<file path="config.mk">
export PLATFORM = sky130hd
export DESIGN_NAME = sonar_sweep_scheduler
export DESIGN_NICKNAME = d
export VERILOG_FILES = /design/src/rtl/sonar_sweep_scheduler.sv
export SDC_FILE = /design/constraint.sdc
export NUM_CORES = 1
export LEC_CHECK = 0
export ABC_AREA = 1
export CAP_MARGIN = 15
export CORE_ASPECT_RATIO = 1.75
export CORE_MARGIN = 5
export CORE_UTILIZATION = 25
export CTS_CLUSTER_DIAMETER = 50
export DETAILED_ROUTE_END_ITERATION = 8
export HOLD_SLACK_MARGIN = 0.15
export RECOVER_POWER = 25
export SLEW_MARGIN = 25
export SYNTH_ARGS = -nofsm -noshare
export SYNTH_HDL_FRONTEND = slang
export SYNTH_SLANG_ARGS = --single-unit
</file>
<file path="constraint.sdc">
create_clock -name clock -period 4.41 [get_ports clock]
set_input_delay 0.882 -clock clock [delete_from_list [all_inputs] [get_ports clock]]
set_output_delay 0.882 -clock clock [all_outputs]
set_load 0.01 [all_outputs]
</file>
<file path="src/rtl/sonar_sweep_scheduler.sv">
// Sweep scheduler for the sonar servo.
// Steps the position index back and forth across POSICOES positions. At each
// position it waits T_ASSENT settle cycles, fires one measure/transmit start
// pulse, then waits for the control unit to report the cycle done.
// Supports continuous sweeping (modo=0) or a single end-to-end sweep (modo=1).
//
// Optional macro SONAR_TIMEOUT_EN: when defined, AGUARDA is bounded by
// T_TIMEOUT cycles and a missing ciclo_pronto raises erro (state ERRO).
// When undefined, AGUARDA waits indefinitely and erro is tied low.
//
// state     | meaning
// ----------+---------------------------------------------------------
// PARADO    | idle, waiting for ligar
// POSICIONA | servo commanded to posicao, settle timer cleared
// ASSENTA   | settling for T_ASSENT cycles
// DISPARA   | one-cycle start pulse to the sonar control unit
// AGUARDA   | waiting for ciclo_pronto
// AVANCA    | step posicao; flags endpoint, may turn around or stop
// FIM       | single sweep finished, holds until ligar drops
// ERRO      | ciclo_pronto timeout (only with SONAR_TIMEOUT_EN)

module sonar_sweep_scheduler #(
    parameter int POSICOES  = 8,
    parameter int T_ASSENT  = 25000000,
    parameter int T_TIMEOUT = 50000000
) (
    input  logic                        clock,
    input  logic                        reset,
    input  logic                        ligar,
    input  logic                        modo,
    input  logic                        ciclo_pronto,
    output logic                        iniciar_ciclo,
    output logic [$clog2(POSICOES)-1:0] posicao,
    output logic                        sentido,
    output logic                        fim_varredura,
    output logic                        ocupado,
    output logic                        erro,
    output logic [3:0]                  db_estado
);

    localparam int PW    = $clog2(POSICOES);
    localparam int T_MAX = (T_ASSENT > T_TIMEOUT) ? T_ASSENT : T_TIMEOUT;
    localparam int TW    = $clog2(T_MAX + 1);

    localparam logic [PW-1:0] POS_ULT    = PW'(POSICOES - 1);
    localparam logic [TW-1:0] ASSENT_FIM = TW'(T_ASSENT - 1);
`ifdef SONAR_TIMEOUT_EN
    localparam logic [TW-1:0] TIMEOUT_FIM = TW'(T_TIMEOUT - 1);
`endif

    typedef enum logic [3:0] {
        PARADO    = 4'h0,
        POSICIONA = 4'h1,
        ASSENTA   = 4'h2,
        DISPARA   = 4'h3,
        AGUARDA   = 4'h4,
        AVANCA    = 4'h5,
        ERRO      = 4'hE,
        FIM       = 4'hF
    } estado_t;

    estado_t        r_estado;
    estado_t        w_prox;
    logic [TW-1:0]  r_timer;
    logic [PW-1:0]  r_posicao;
    logic           r_sentido;
    logic           w_extremo;
    logic           w_sobe;

    // Endpoint: moving up at the last index, or moving down at index 0.
    assign w_extremo = (r_sentido && (r_posicao == POS_ULT)) ||
                       (!r_sentido && (r_posicao == '0));
    // Direction of the next step; turns around at an endpoint.
    assign w_sobe    = r_sentido ^ w_extremo;

    // State register.
    always_ff @(posedge clock or posedge reset) begin
        if (reset) begin
            r_estado <= PARADO;
        end else begin
            r_estado <= w_prox;
        end
    end

    // Next-state logic; ligar low overrides every other transition.
    always_comb begin
        w_prox = r_estado;
        if (!ligar) begin
            w_prox = PARADO;
        end else begin
            case (r_estado)
                PARADO:    w_prox = POSICIONA;
                POSICIONA: w_prox = ASSENTA;
                ASSENTA:   if (r_timer == ASSENT_FIM) w_prox = DISPARA;
                DISPARA:   w_prox = AGUARDA;
                AGUARDA: begin
                    if (ciclo_pronto) begin
                        w_prox = AVANCA;
                    end
`ifdef SONAR_TIMEOUT_EN
                    else if (r_timer == TIMEOUT_FIM) begin
                        w_prox = ERRO;
                    end
`endif
                end
                AVANCA:    w_prox = (w_extremo && modo) ? FIM : POSICIONA;
                FIM:       w_prox = FIM;
                ERRO:      w_prox = ERRO;
                default:   w_prox = PARADO;
            endcase
        end
    end

    // Shared timer: settle count in ASSENTA, timeout count in AGUARDA.
    always_ff @(posedge clock or posedge reset) begin
        if (reset) begin
            r_timer <= '0;
        end else begin
            case (r_estado)
                ASSENTA: r_timer <= r_timer + TW'(1);
`ifdef SONAR_TIMEOUT_EN
                AGUARDA: r_timer <= r_timer + TW'(1);
`else
                AGUARDA: r_timer <= r_timer;
`endif
                default: r_timer <= '0;
            endcase
        end
    end

    // Position and direction: restart at 0 going up, step in AVANCA.
    always_ff @(posedge clock or posedge reset) begin
        if (reset) begin
            r_posicao <= '0;
            r_sentido <= 1'b1;
        end else if (ligar) begin
            if (r_estado == PARADO) begin
                r_posicao <= '0;
                r_sentido <= 1'b1;
            end else if (r_estado == AVANCA) begin
                r_posicao <= w_sobe ? (r_posicao + PW'(1)) : (r_posicao - PW'(1));
                r_sentido <= w_sobe;
            end
        end
    end

    assign posicao       = r_posicao;
    assign sentido       = r_sentido;
    assign iniciar_ciclo = (r_estado == DISPARA);
    assign fim_varredura = (r_estado == AVANCA) && w_extremo;
    assign ocupado       = (r_estado != PARADO);
    assign db_estado     = r_estado;
`ifdef SONAR_TIMEOUT_EN
    assign erro          = (r_estado == ERRO);
`else
    assign erro          = 1'b0;
`endif

endmodule

</file>
* Word-level counts from Yosys, hierarchy flattened
Index checks and enable logic that the tools add are counted.
** Operators by class
- Add/subtract/negate cells :: 3
- Eq/ne operators :: 11
- Muxes and demuxes :: 11
- Bitwise logic cells :: 1
- Reduce and logical (&&, ||, !) cells :: 12
** Operator list (count)
- $pmux W26 S2 :: 1
- $pmux W4 S8 :: 1
- $add A26 B1 Y26 const B :: 1
- $eq A26 B25 Y1 const B :: 1
- $mux W4 :: 4
- $mux W3 :: 3
- $eq A4 B2 Y1 const B :: 2
- $eq A4 B3 Y1 const B :: 2
- $eq A4 B4 Y1 const B :: 2
- $ne A3 B3 Y1 const B :: 2
- $eq A4 B1 Y1 const B :: 1
- $logic_and A1 B1 Y1 :: 4
- $logic_not A4 Y1 :: 1
- $reduce_and A2 Y1 :: 2
- $reduce_bool A4 Y1 :: 1
- $add A3 B1 Y3 const B :: 1
- $eq A3 B3 Y1 const B :: 1
- $logic_not A3 Y1 :: 1
- $sub A3 B1 Y3 const B :: 1
- $mux W1 :: 2
- $reduce_bool A2 Y1 :: 1
- $logic_not A1 Y1 :: 1
- $logic_or A1 B1 Y1 :: 1
- $xor A1 B1 Y1 :: 1
** Storage, ports and cells
- Register bits after elaboration :: 34
- Input port bits :: 5
- Output and inout bits :: 12
- Logic and storage cells :: 42

* Depth between registers and ports, before layout
- Word-level depth :: 7
- Depth in mapped cells :: 9
- Depth with buffers taken out :: 9

* Worst setup path after synthesis
Ideal clock, no wire load.
- Path kind :: register to output
- From :: register r_estado[2], in the netlist db_estado[2]
- To :: output port fim_varredura
- Data arrival time :: 0.906 ns
- Required time :: 3.528 ns
- Setup slack :: 2.622 ns
- Cell stages (with the launch flop) :: 5
- Path buffers :: 0
- Cell sequence :: dfrtp_1 > inv_2 > nor2_4 > nand2_1 > nor2_2
** Between the ends
- Word-level cells in the longest chain between the ends :: 2
** RTL lines
- start, declared :: line 62 : estado_t r_estado;
- start signal, assigned :: line 81 : r_estado <= w_prox;
- $eq A4 B3 Y1 :: line 150 : assign fim_varredura = (r_estado == AVANCA) && w_extremo;
- $logic_and A1 B1 Y1 :: line 150
- end, declared :: line 35 : output logic fim_varredura,
No other way between the ends.

==> impl_metrics.py <==
metrics = {
    "sta": {
        "rsz0062_at_grt": "false",
        "min_period_ns": 2.85,
        "max_clock_freq_mhz": 351,
        "skew_ns": 0.00207,
        "tns_ns": 0,
        "finalHoldViolCount": 0,
        "setup_slack_ns": 1.56,
        "fin_crit_sh_pct": 64.6,
        "finalMaxSlewViolations": 35,
        "slew_headroom_pct": -29.5,
        "worstMarginPinSlew_ns": 1.94,
        "setup_violations": 0,
    },
    "critical_path": {
        "critPathMaxFanout": 34,
        "worstSetupPathType": "in2async",
        "start_kind": "primary input",
        "arrival_ns": 2.86,
        "cp_slowest_cell": "clkbuf_1",
        "r2r_setup_slack_ns": 2.01,
        "endpoint_kind": "asynchronous set/reset pin",
        "r2r_start": "db_estado[3]",
        "critPathMaxStageDelay_ns": 1.38,
        "worstReg2RegEnd": "r_timer[9]",
        "r2r_cells": 7,
        "critical_path.startpoint": "reset",
        "worstPathRequired_ns": 4.42,
        "crit_chain": "dlygate4sd3_1 > inv_1 > clkbuf_1",
    },
    "die": {
        "core-area_mm2": 0.00898,
        "die_h_um": 136,
        "fp-row-count": 46,
        "die_width_um": 82.1,
        "start_util_pct": 25.3,
        "ios": 17,
        "dieArea_mm2": 0.0112,
    },
    "final_layout": {
        "layout_commonest_cell": "nand2_1",
        "drive_above_1_share_pct": 9.32,
        "fin_nets": 360,
        "fin_cells": 474,
        "most-common-layout-cells": "nand2_1 (112), nor2_1 (51), inv_1 (36)",
        "fillers": 1033,
        "antenna_cells": 0,
        "synthToLayoutAreaGrowth_pct": 18.2,
    },
    "cts": {
        "cts_tree": "built",
        "h-tree-depth": 2,
        "clk_latency_ns": 0.28,
        "numCtsBuffers": 5,
        "cts_setup_buffers": 0,
        "root_buffer": "clkbuf_16",
        "hold_buffers": 0,
        "clock_path_buffers": 2,
        "post_cts_resized": 0,
        "clkSinkCount": 34,
        "cts.clk_slew.worst_paths_ns": 0.05,
    },
    "pwr": {
        "p_leak_nw": 1.16,
        "peakVddDrop_v": 0.000262,
        "power.density_mw_per_mm2": 355,
    },
    "placement": {
        "place_inst": 466,
        "gp_congestion": 0.867,
        "place_ws_ns": 2.08,
        "portBuffers": 15,
        "hpwl_mm": 4.64,
    },
    "min_path": {
        "min_from": "r_timer[25]",
        "holdPathStages": 2,
        "holdPathEnd": "r_timer[25]",
        "hold_class": "reg2reg",
    },
    "synth": {
        "async_reset_ff_share_pct": 100,
        "synth_flop_cell": "dfrtp_1",
        "avgSynthCellArea_um2": 6.81,
        "ys_types": 35,
        "synth_seq_cells": 34,
        "yosysWarnings": 0,
        "syn_nets": 341,
        "netlist_instances": 334,
        "synth_area_mm2": 0.00227,
        "ys_seq_area_share_pct": 37.5,
        "synth_edf_count": 0,
    },
    "run": {
        "maxCapViolCount": 1,
    },
    "detailed_routing": {
        "drt-initial-drc-count": 97,
        "ant_nets": 0,
        "firstDrtPassIters": 4,
        "wl_per_cell_um": 12.6,
        "drcViolationCount": 0,
        "vias": 2160,
        "viasPerCell": 4.56,
        "wl_mm": 5.96,
    },
    "global_route": {
        "antenna_found_initial": 0,
        "grt_pass1_wl_mm": 9.95,
        "grt_max_degree": 35,
        "grt_pass1_vias": 2109,
        "grt_util_all_layers_pct": 11.9,
        "gr-total-overflow": 0,
    },
    "run_status": {
        "status": "complete, but fails checks",
        "violations": "capacitance limit, slew limit",
    },
}
per-stage QoR:
stage               hold slack, ns  instance area, µm²  util [%]  power [mW]
detailed placement           0.494                2550      28.4       0.583
global route                 0.539                2690      29.9        1.01
global placement             0.485                2550      28.4       0.581
floorplan                    0.471                2270         -       0.502
CTS                          0.509                2720      30.2       0.980
finish                       0.507                2690      29.9       0.953
logic make-up after synthesis:
logic type	Yosys count	synth area share [%]
adders and majority gates	2	1.43
other	1	0.165
and+or+nand+nor	218	43.7
DFF	34	37.5
xor gates and xnor gates	1	0.385
AOI/OAI and AO/OA	34	8.25
buffers and inverters	44	8.58
critical path, delay by kind of cell:
kind | cells | cell delay (ns)
buffers and inverters | 3 | 1.96
metal layers:
layer	global-route usage [%]	wire, µm	vias to the layer above
met5	0	0	-
met4	7.49	263	0
met3	2.25	179	21
met2	22.7	3450	53
met1	11.0	2060	992
li1	-	-	1094
worst max-delay path by stage:
stage	cells after the start	end
final	3	r_timer[2]
after floorplan	4	fim_varredura
after global routing	3	r_timer[15]
after global placement	5	fim_varredura
after detailed placement	6	fim_varredura
after CTS	6	fim_varredura
synthesized netlist by cell type, types with 2 or more instances:
| library cell | number | area [µm²] |
|---|---|---|
| o21ai_0 | 9 | 45.0 |
| nor2_4 | 7 | 78.8 |
| nand4_1 | 2 | 12.5 |
| o21ai_1 | 3 | 15.0 |
| nand2_2 | 3 | 18.8 |
| a22o_1 | 2 | 17.5 |
| dfrtp_1 | 33 | 826 |
| buf_4 | 3 | 22.5 |
| nor2_2 | 4 | 25.0 |
| nand2_1 | 112 | 420 |
| nand3_1 | 32 | 160 |
| a21oi_1 | 16 | 80.1 |
| inv_1 | 36 | 135 |
| nand3_2 | 2 | 20.0 |
| nor3_1 | 2 | 10.0 |
| nor2_1 | 49 | 184 |
flip-flops by register name (all words and copies together) (netlist names):
name,count
posicao,3
sentido,1
r_timer,26
db_estado,4
cell type report:
| cell class | count | area (µm²) | share of cell area [%] |
|---|---|---|---|
| Multi-Input combinational cell | 256 | 1200 | 44.8 |
| Sequential cell | 34 | 852 | 31.7 |
| Clock buffer | 8 | 166 | 6.19 |
| Inverter | 40 | 161 | 6.01 |
| Timing Repair Buffer | 16 | 154 | 5.73 |
| Tap cell | 120 | 150 | 5.59 |
power breakdown:
part           leakage, nW  total (mW)  switching [mW]  internal (mW)
Clock               0.0832       0.390           0.135          0.256
Combinational        0.612       0.205           0.123         0.0821
Sequential           0.467       0.358          0.0264          0.331
No activity file was read; power rests on OpenSTA's default activity.
